===== src/rtl/uart_rx_oversampled_if.sv =====
// Downstream word interface of the oversampled UART receiver: received word, sticky status, clear.
// parity_err exists only when UART_RX_PARITY_EN is defined.
interface uart_rx_oversampled_if #(
  parameter int DBIT = 8
);
  logic [DBIT-1:0] d_out;
  logic            rx_done;
  logic            frame_err;
  logic            overrun_err;
  logic            rx_clr;
`ifdef UART_RX_PARITY_EN
  logic            parity_err;
`endif

  modport master (
    input  rx_clr,
`ifdef UART_RX_PARITY_EN
    output parity_err,
`endif
    output d_out, rx_done, frame_err, overrun_err
  );

  modport slave (
    output rx_clr,
`ifdef UART_RX_PARITY_EN
    input  parity_err,
`endif
    input  d_out, rx_done, frame_err, overrun_err
  );
endinterface


===== src/rtl/uart_rx_oversampled.sv =====
// UART receiver sampling at bit centres from an OVS-times-baud tick; sticky done/error flags.
// Define UART_RX_PARITY_EN to add a parity bit, the PARITY_ODD parameter and parity_err.
module uart_rx_oversampled #(
  parameter int DBIT    = 8,
  parameter int OVS     = 16,
  parameter int SB_TICK = 16
`ifdef UART_RX_PARITY_EN
  , parameter bit PARITY_ODD = 1'b0
`endif
) (
  input  logic clk,
  input  logic reset,
  input  logic s_tick,
  input  logic rx,
  output logic busy,
  uart_rx_oversampled_if.master bus
);

  localparam int S_MAX = (SB_TICK > OVS) ? SB_TICK : OVS;
  localparam int SW    = $clog2(S_MAX);
  localparam int NW    = $clog2(DBIT);

  typedef enum logic [2:0] {
    IDLE,
    START,
    DATA,
`ifdef UART_RX_PARITY_EN
    PARITY,
`endif
    STOP,
    BREAK
  } state_t;

  state_t          state;
  logic [SW-1:0]   s;
  logic [NW-1:0]   n;
  logic [DBIT-1:0] shreg;
  logic            rx_meta;
  logic            rx_s;
`ifdef UART_RX_PARITY_EN
  logic            par_bit;
`endif

  // Synchronizer resets to the idle line level so reset never looks like a start bit.
  always_ff @(posedge clk or posedge reset) begin
    if (reset) begin
      rx_meta <= 1'b1;
      rx_s    <= 1'b1;
    end else begin
      // NOTE: sequential state uses non-blocking assignments so every flop samples pre-edge values.
      rx_meta <= rx;
      rx_s    <= rx_meta;
    end
  end

  assign busy = (state != IDLE);

  always_ff @(posedge clk or posedge reset) begin
    if (reset) begin
      state           <= IDLE;
      s               <= '0;
      n               <= '0;
      shreg           <= '0;
      bus.d_out       <= '0;
      bus.rx_done     <= 1'b0;
      bus.frame_err   <= 1'b0;
      bus.overrun_err <= 1'b0;
`ifdef UART_RX_PARITY_EN
      bus.parity_err  <= 1'b0;
      par_bit         <= 1'b0;
`endif
    end else begin
      // NOTE: rx_clr is applied first so a completion set later in this block wins the same cycle.
      if (bus.rx_clr) begin
        bus.rx_done     <= 1'b0;
        bus.frame_err   <= 1'b0;
        bus.overrun_err <= 1'b0;
`ifdef UART_RX_PARITY_EN
        bus.parity_err  <= 1'b0;
`endif
      end

      case (state)
        IDLE: begin
          if (!rx_s) begin
            state <= START;
            s     <= '0;
          end
        end

        START: begin
          if (s_tick) begin
            if (s == SW'(OVS / 2 - 1)) begin
              s     <= '0;
              n     <= '0;
              state <= rx_s ? IDLE : DATA;
            end else begin
              s <= s + 1'b1;
            end
          end
        end

        DATA: begin
          if (s_tick) begin
            if (s == SW'(OVS - 1)) begin
              s     <= '0;
              shreg <= {rx_s, shreg[DBIT-1:1]};
              if (n == NW'(DBIT - 1)) begin
`ifdef UART_RX_PARITY_EN
                state <= PARITY;
`else
                state <= STOP;
`endif
              end else begin
                n <= n + 1'b1;
              end
            end else begin
              s <= s + 1'b1;
            end
          end
        end

`ifdef UART_RX_PARITY_EN
        PARITY: begin
          if (s_tick) begin
            if (s == SW'(OVS - 1)) begin
              s       <= '0;
              par_bit <= rx_s;
              state   <= STOP;
            end else begin
              s <= s + 1'b1;
            end
          end
        end
`endif

        STOP: begin
          if (s_tick) begin
            if (s == SW'(SB_TICK - 1)) begin
              s <= '0;
              if (rx_s) begin
                bus.d_out   <= shreg;
                bus.rx_done <= 1'b1;
                if (bus.rx_done && !bus.rx_clr) bus.overrun_err <= 1'b1;
`ifdef UART_RX_PARITY_EN
                if ((^shreg ^ par_bit) != PARITY_ODD) bus.parity_err <= 1'b1;
`endif
                state <= IDLE;
              end else begin
                bus.frame_err <= 1'b1;
                state         <= BREAK;
              end
            end else begin
              s <= s + 1'b1;
            end
          end
        end

        // A held-low line must return high before a new start bit is accepted.
        BREAK: begin
          if (s_tick && rx_s) state <= IDLE;
        end

        default: state <= IDLE;
      endcase
    end
  end

endmodule

===== src/flat_wrapper.sv =====
// flat-port wrapper written by rule: the top's interface ports become plain ports
module uart_rx_oversampled_flat 
#(
  parameter int DBIT    = 8,
  parameter int OVS     = 16,
  parameter int SB_TICK = 16

)
  (clk, reset, s_tick, rx, busy, bus_rx_clr, bus_d_out, bus_rx_done, bus_frame_err, bus_overrun_err);
  uart_rx_oversampled_if #(.DBIT(DBIT)) bus_i ();
  input  logic clk;
  input  logic reset;
  input  logic s_tick;
  input  logic rx;
  output logic busy;
  input wire logic [$bits(bus_i.rx_clr)-1:0] bus_rx_clr;
  output wire logic [$bits(bus_i.d_out)-1:0] bus_d_out;
  output wire logic [$bits(bus_i.rx_done)-1:0] bus_rx_done;
  output wire logic [$bits(bus_i.frame_err)-1:0] bus_frame_err;
  output wire logic [$bits(bus_i.overrun_err)-1:0] bus_overrun_err;
  assign bus_i.rx_clr = bus_rx_clr;
  assign bus_d_out = bus_i.d_out;
  assign bus_rx_done = bus_i.rx_done;
  assign bus_frame_err = bus_i.frame_err;
  assign bus_overrun_err = bus_i.overrun_err;
  uart_rx_oversampled #(.DBIT(DBIT), .OVS(OVS), .SB_TICK(SB_TICK)) u_core (.clk(clk), .reset(reset), .s_tick(s_tick), .rx(rx), .busy(busy), .bus(bus_i));
endmodule

===== config.mk =====
export PLATFORM = sky130hd
export DESIGN_NAME = uart_rx_oversampled_flat
export DESIGN_NICKNAME = d
export VERILOG_FILES = /design/src/rtl/uart_rx_oversampled_if.sv /design/src/rtl/uart_rx_oversampled.sv /design/src/flat_wrapper.sv
export SDC_FILE = /design/constraint.sdc
export NUM_CORES = 1
export LEC_CHECK = 0
export BUFFER_PORTS_ARGS = -buffer_cell sky130_fd_sc_hd__buf_2
export CAP_MARGIN = 10
export CORE_MARGIN = 2
export CORE_UTILIZATION = 35
export DETAILED_ROUTE_END_ITERATION = 16
export MAX_ROUTING_LAYER = met4
export PLACE_DENSITY_LB_ADDON = 0.2
export SKIP_LAST_GASP = 1
export SLEW_MARGIN = 20
export SYNTH_ARGS = -nofsm -noshare
export SYNTH_HDL_FRONTEND = slang
export SYNTH_SLANG_ARGS = --single-unit

===== constraint.sdc =====
create_clock -name clk -period 3.2 [get_ports clk]
set_input_delay 0.64 -clock clk [delete_from_list [all_inputs] [get_ports clk]]
set_output_delay 0.64 -clock clk [all_outputs]
set_load 0.005 [all_outputs]

==> flow_summary.toml, run 1 <==
[status]
status = "finished clean"

[cts]
cts_made_buffers = 5
clockBufferDepth = 2
hold_buffers = 0
htree_levels = 2
cts_resized = 0
clk_pin_slew_ns = 0.06
insertion_delay_ns = 0.28
clockRootBuffer = "clkbuf_8"
cts.sink_count = 31
post_cts_buffers = 0
cts_tree = "done"

[sta]
period_minus_slack_ns = 2.01
fin_crit_sh_pct = 62.8
max_freq_mhz = 498
rsz0062_at_grt = "no"
drv_slew = 0
setup-tns-final_ns = 0
worstMarginPinSlew_ns = 0.468
slew_headroom_pct = 68.7
whs_ns = 0.361
fin_worst_skew_ns = 0.00377
finalSetupViolCount = 0
setup_ws_ns = 1.19
hold_viol = 0

[placement]
gp_congestion = 0.797
placed_area_um2 = 1570
port_buffers = 16
dp_hpwl_mm = 1.82
place_ws_ns = 1.28

[min_path]
min_path_type = "flip-flop to flip-flop"
holdPathEnd = "u_core.rx_s"
min_path_cells = 0
min_from = "u_core.rx_meta"

[finish]
fin_nets = 149
fillers = 379
regArea_um2 = 778
drive_gt1_share_pct = 33.8
multiInputGateArea_um2 = 614
syn_to_final_growth_pct = 15.6
final_area_um2 = 1670
antenna_cells = 0

[drt]
viasPerCell = 5.13
wirelength_mm = 2.58
drt_first_iter_violations = 40
wl_per_cell_um = 13.4
antenna_left = 0
vias = 985
dr.pass1.iters = 4
drc = 0

[setup_path]
cp.required_ns = 2.56
path_class = "flip-flop to output pin"
reg2reg_depth = 4
r2r-start = "u_core.state[1]"
critical_path.max_fanout = 15
start_kind = "flip-flop"
cp-end-kind = "output pin"
r2r_setup_slack_ns = 1.38
crit_arrival_ns = 1.37
reg2reg_to = "u_core.shreg[3]"

[global_route]
overflow = 0
antenna_found_initial = 0
grt_pass1_vias = 909
groute.usage.overall_pct = 12.8
grt_pass1_wl_mm = 4.22
grt_max_degree = 32

[die]
initial_core_util_pct = 36.2
dieArea_um2 = 4670
die_h_um = 68.3
pin_count = 17
std_cell_rows = 23
fp.coreArea_um2 = 4000
die_width_um = 68.3

[logic_synthesis]
synth.distinct_cells = 36
ys.flop_type = "dfrtp_1"
syn_area_um2 = 1450
ys.warnings.count = 0
synth-edff-count = 0
synth_nets = 131
ys_seq_area_share_pct = 53.8
syn-instance-count = 123
avgSynthCellArea_um2 = 11.8
ys_ff_latch = 31
synth-async-reset-ratio_pct = 100

[power_and_ir_drop]
power_leakage_uw = 0.000831
power_density_nw_per_um2 = 624
peakVddDrop_mv = 0.340

[flow_run]
max-cap-violations = 0
## report_power, final
part / switching [µW] / internal, µW / total [µW]
clock network: 141 / 195 / 337
logic: 98.0 / 95.0 / 193
registers: 67.6 / 446 / 514
total: 307 / 737 / 1040
## cells in the mapped netlist, types with 2 or more instances
master / count / area [µm²]
mux2_2: 17 / 191
buf_2: 2 / 10.0
nand3_1: 2 / 10.0
mux2i_1: 4 / 40.0
o211ai_1: 2 / 15.0
nor3b_1: 3 / 22.5
o21ai_0: 5 / 25.0
nand2_1: 7 / 26.3
clkbuf_1: 3 / 11.3
nor2b_1: 2 / 12.5
ha_1: 3 / 37.5
nand4b_1: 2 / 17.5
dfrtp_1: 29 / 726
nor2_1: 8 / 30.0
a21oi_1: 3 / 15.0
nand4_1: 2 / 12.5
o22ai_1: 2 / 12.5
dfstp_2: 2 / 52.6
a21o_1: 2 / 15.0
inv_1: 7 / 26.3
## worst max path at each step
stage                          from             endpoint  slack [ns]  cells after the start
global route        u_core.state[2]                 busy        1.13                      2
detailed placement           s_tick  u_core.bus.d_out[5]        1.28                      4
finish              u_core.state[2]                 busy        1.19                      2
global placement             s_tick  u_core.bus.d_out[6]        1.31                      4
floorplan                    s_tick  u_core.bus.d_out[0]        1.35                      4
CTS                 u_core.state[2]                 busy        1.17                      2
## state kept, by name, indices dropped and copies added (netlist names)
name / count
u_core.bus.overrun_err: 1
u_core.bus.frame_err: 1
u_core.bus.d_out: 8
u_core.n: 3
u_core.s: 4
u_core.state: 3
u_core.bus.rx_done: 1
u_core.shreg: 8
u_core.rx_s: 1
u_core.rx_meta: 1
## cell families (layout without fill, tap and decap cells)
group,count (synthesis),after routing,share of synthesized area (%)
adder cells (fa/ha/maj),3,3,2.59
flip-flops,31,31,53.8
XOR/XNOR,2,2,1.21
buffers and inverters,13,32,3.80
AND/OR/NAND/NOR,31,31,11.6
AO/OA/AOI/OAI,21,21,10.3
multiplexers,22,22,16.8
## final cells by class
cell class                 instances  area share, %
timing repair buffer              17           5.24
clock inverter                     1          0.449
inverter                           7           1.57
sequential                        31           46.5
tap                               50           3.74
clock buffer                       7           5.76
multi-input combinational         79           36.7
## per-stage QoR
stage | std cells | util (%) | power (µW)
final | 192 | 41.8 | 1040
after global routing | 192 | 41.8 | 1110
after CTS | 192 | 41.8 | 1060
after global placement | 184 | 39.2 | 709
after detailed placement | 184 | 39.2 | 715
after floorplan | 123 | - | 674
## per-layer routing
metal / share of wire, % / up-vias / track usage [%]
li1: - / 475 / -
met1: 48 / 491 / 16.6
met2: 48 / 14 / 17.8
met3: 3.3 / 5 / 3.95
met4: 1.6 / 0 / 6.75
met5: 0 / - / -
## worst max-delay path, cell delays in order, from the launching register on
cell     delay, ns
dfrtp_1       0.53
or3_1         0.43
buf_2         0.13
## cells in the final DEF, fill, tap and decap left out, types with 3 or more instances in the layout
master / count
ha_1: 3
nor3b_1: 3
nor2_1: 8
a21oi_1: 3
nand2_1: 7
dfrtp_1: 29
clkbuf_8: 7
mux2i_1: 4
mux2_2: 17
buf_2: 16
inv_1: 7
o21ai_0: 5
No activity file was read; power rests on OpenSTA's default activity.
==> run 2, diff against run 1 <==
clock period = 1.73 ns   (was 3.2 ns; I/O delays follow)
==> run 2 against run 1 <==
Net effect: non-clock buffer count is 8 higher; clock-buffer cell count unchanged; sequential cell count is the same; combinational power up 130%; critical endpoint is now u_core.state[0]; power increased by 87%; critical path depth increased by 3; global-route usage is 0.33 points higher; clock power up 69%; hold slack worse by 0.22 ns; worst setup slack got worse by 1.1 ns; final area increased by 3.3%; utilization increased by 1.4 points.
==> flow_summary.toml, run 2 (synthesis results as in run 1) <==
[finish]
drive_gt1_share_pct = 38.0
antenna_cells = 0
final_area_um2 = 1730
final_cells = 200
syn_to_final_growth_pct = 19.4
final_cell_mix = "dfrtp_1, mux2_2, buf_2"
layout_commonest_cell = "dfrtp_1"
fin_nets = 157
top_regs = "u_core.bus.d_out: 8 flops, u_core.shreg: 8 flops, u_core.s: 4 flops"

[placement]
port_buffers = 16
gp_congestion = 0.811
dp.cells = 192
place_ws_ns = 0.0929
dp_hpwl_mm = 1.96
placed_area_um2 = 1630

[setup_path]
crit_arrival_ns = 1.81
crit_chain = "ha_1 -> ha_1 -> a32oi_1 -> a31oi_1 -> mux2_1"
cp_slowest_cell = "dfrtp_1"
critPathMostFrequentCell = "ha_1"
critical_path.max_fanout = 3
crit_family = "adder cells"
start_kind = "flip-flop"
cp-end-kind = "flip-flop"
cpPeakStageDelay_ns = 0.40
cp.required_ns = 1.88
path_class = "flip-flop to flip-flop"
worstPathBufferInverterCount = 0

[drt]
dr.pass1.iters = 4
antenna_left = 0
wl_per_cell_um = 13.6
wirelength_mm = 2.71
vias = 998
drt_first_iter_violations = 62
viasPerCell = 4.99
drc = 0

[cts]
clockBufferDepth = 2
hold_buffers = 0
cts_made_buffers = 5
insertion_delay_ns = 0.27
cts_tree = "done"
cts.sink_count = 31
htree_levels = 2
clk_pin_slew_ns = 0.06
clockRootBuffer = "clkbuf_8"

[sta]
max_freq_mhz = 602
fin_crit_sh_pct = 96.0
whs_ns = 0.144
drv_slew = 0
worstMarginPinSlew_ns = 0.435
hold_viol = 0
slew_headroom_pct = 70.7
fin_worst_skew_ns = 0.00429
finalSetupViolCount = 0
rsz0062_at_grt = "yes"
period_minus_slack_ns = 1.66
setup_ws_ns = 0.0695

[power_and_ir_drop]
power_uw = 1950
power_leakage_uw = 0.000871
power_density_nw_per_um2 = 1130
peakVddDrop_mv = 0.704

[die]
die_width_um = 68.3
die_h_um = 68.3
initial_core_util_pct = 36.2
std_cell_rows = 23
fp.coreArea_um2 = 4000
dieArea_um2 = 4670
pin_count = 17

[status]
status = "finished clean"

[min_path]
min_path_type = "input port to async pin"

[global_route]
antenna_found_initial = 0
grt_pass1_wl_mm = 4.32
groute.usage.overall_pct = 13.1
grt_max_degree = 32
overflow = 0
grt_pass1_vias = 901

[flow_run]
max-cap-violations = 0
## run 2: through the flow
step / TNS [ns] / util, %
floorplan: 0 / -
global placement: 0 / 40.7
detailed placement: 0 / 40.7
CTS: 0 / 43.0
global route: -0.00557 / 43.2
finish: 0 / 43.2
## run 2: per-layer routing
metal	GRT usage [%]	vias to the layer above	share of wire, %
met4	4.50	0	0.52
met3	4.44	2	3.5
met2	18.9	15	47
li1	-	491	-
met1	17.3	490	49
met5	-	-	0
## run 2: path summary, 6_finish.rpt
path,startpoint,end,slack (ns),cells after the start
max,u_core.n[0],u_core.state[0],0.07,5
min,reset,u_core.shreg[0],0.14,3
max reg2reg,u_core.n[0],u_core.state[0],0.07,5
min reg2reg,u_core.rx_meta,u_core.rx_s,0.36,0
max in group asynchronous,reset,u_core.rx_meta,1.26,3
min in group clk,rx,u_core.rx_meta,0.17,1
## run 2: worst min-delay path: cells and delay by family
family / cells / cell delay (ns)
buffers and inverters: 3 / 0.48
## run 2: cell type report
class                   instances  area, µm²
clock buffers                   7       86.3
fillers                       381       2270
flip-flops and latches         31        778
well taps                      50       62.6
clock inverters                 1       5.00
multi-input cells              79        622
repair buffers                 25        148
inverters                       7       26.3
## run 2: timing repair
item,4_1_cts,5_1_grt
buffers inserted,0,0
endpoints found under the setup margin,0,1
resized for setup,0,2
## run 2: report_power, final
group | internal (µW) | switching, µW
Clock | 320 | 249
Combinational | 215 | 221
Sequential | 826 | 115
==> run 3, diff against run 2 <==
CAP_MARGIN = 30   (was 10)
CORE_ASPECT_RATIO = 0.7   (was default)
==> run 3 against run 2 <==
Net effect: largest cell class unchanged; first-iteration DRC count rose by 1.6%; sequential share of layout area down 0.82 points; highest routed layer unchanged; critical path depth down 2; critical endpoint is now busy; critical path type is now flip-flop to output pin.
==> flow_summary.toml, run 3 (synthesis results as in run 1) <==
[sta]
drv_slew = 0
finalSetupViolCount = 0
fin_worst_skew_ns = 0.00826
slew_headroom_pct = 68.1
setup-tns-final_ns = 0
worstMarginPinSlew_ns = 0.474
fin_crit_sh_pct = 96.2
max_freq_mhz = 601
hold_viol = 0
rsz0062_at_grt = "yes"
period_minus_slack_ns = 1.66

[drt]
vias = 996
wl_per_cell_um = 13.1
drt_first_iter_violations = 63
antenna_left = 0
drc = 0
wirelength_mm = 2.68
dr.pass1.iters = 4
viasPerCell = 4.88

[die]
die_width_um = 80.9
initial_core_util_pct = 36.7
fp.coreArea_um2 = 3950
std_cell_rows = 19
pin_count = 17
die_h_um = 57.8
dieArea_um2 = 4680

[finish]
layout_commonest_cell = "dfrtp_1"
final_area_um2 = 1760
final_cell_mix = "dfrtp_1, mux2_2, buf_2"
fin_nets = 160
top_regs = "u_core.bus.d_out: 8 flops, u_core.shreg: 8 flops, u_core.s: 4 flops"
antenna_cells = 0
fillers = 393
drive_gt1_share_pct = 39.5
syn_to_final_growth_pct = 21.8

[setup_path]
critical_path.max_fanout = 6
path_class = "flip-flop to output pin"
crit_arrival_ns = 1.32
r2r-start = "u_core.state[2]"
reg2reg_depth = 3
cp.required_ns = 1.38
cp-end-kind = "output pin"
r2r_setup_slack_ns = 0.10
start_kind = "flip-flop"
startpoint = "u_core.state[1]"
reg2reg_to = "u_core.shreg[6]"

[flow_run]
max-cap-violations = 0

[cts]
insertion_delay_ns = 0.28
clockBufferDepth = 2
clk_pin_slew_ns = 0.07
cts_tree = "done"
clockRootBuffer = "clkbuf_8"
htree_levels = 2
cts_made_buffers = 5
hold_buffers = 0
cts.sink_count = 31

[global_route]
antenna_found_initial = 0
grt_pass1_wl_mm = 4.65
groute.usage.overall_pct = 13.5
grt_pass1_vias = 1017
grt_max_degree = 32
overflow = 0

[power_and_ir_drop]
power_density_nw_per_um2 = 1110
power_leakage_uw = 0.000884
power_uw = 1960
peakVddDrop_mv = 0.495

[placement]
port_buffers = 16
dp_hpwl_mm = 1.95
gp_congestion = 0.845
placed_area_um2 = 1660

[min_path]
min_path_type = "input port to async pin"

[status]
status = "finished clean"
[run 3: how the worst max path moves through the flow]
stage                                  to  slack, ns  depth (start not counted)
after floorplan           u_core.shreg[0]        0.1                          5
after global placement    u_core.shreg[7]       0.03                          4
after detailed placement  u_core.shreg[6]       0.02                          4
after CTS                            busy       0.02                          3
after global routing          u_core.n[1]     -0.002                          6
final                                busy       0.07                          3
[run 3: repair_timing]
action	4_1_cts	5_1_grt
resized for setup	1	1
endpoints found under the setup margin	2	3
setup buffers	0	1
[run 3: metrics by stage]
stage / utilization (%) / setup slack [ns] / hold slack [ns] / std cells
final: 44.7 / 0.0651 / 0.138 / 204
after global placement: 42.0 / 0.0280 / 0.346 / 196
after floorplan: - / 0.0998 / 0.345 / 123
after CTS: 44.3 / 0.0176 / 0.150 / 203
after detailed placement: 42.0 / 0.0174 / 0.349 / 196
after global routing: 44.7 / -0.00183 / 0.155 / 204
[run 3: area by class of cell]
class / instances / area, µm² / share of cell area [%]
well taps: 52 / 65.1 / 3.69
inverters: 7 / 26.3 / 1.49
multi-input cells: 79 / 622 / 35.3
clock inverters: 1 / 5.00 / 0.284
repair buffers: 28 / 183 / 10.4
clock buffers: 6 / 82.6 / 4.68
flip-flops and latches: 31 / 779 / 44.2
[run 3: critical path, stage by stage, from the launching register on]
cell and delay [ns]:
dfrtp_2 0.45, buf_4 0.16, or3_1 0.30, buf_2 0.13
[run 3: layer usage]
| metal | up-vias | wire, µm | global-route usage (%) |
|---|---|---|---|
| li1 | 491 | - | - |
| met1 | 481 | 1340 | 17.5 |
| met2 | 19 | 1170 | 19.2 |
| met3 | 5 | 132 | 4.83 |
| met4 | 0 | 32 | 5.81 |
| met5 | - | 0 | - |
[run 3: report_power, final]
part | switching (µW) | leakage (µW) | total (µW) | internal [µW]
clock | 249 | 0.0000470 | 560 | 311
sequential | 86.8 | 0.000401 | 913 | 826
combinational | 250 | 0.000436 | 482 | 232
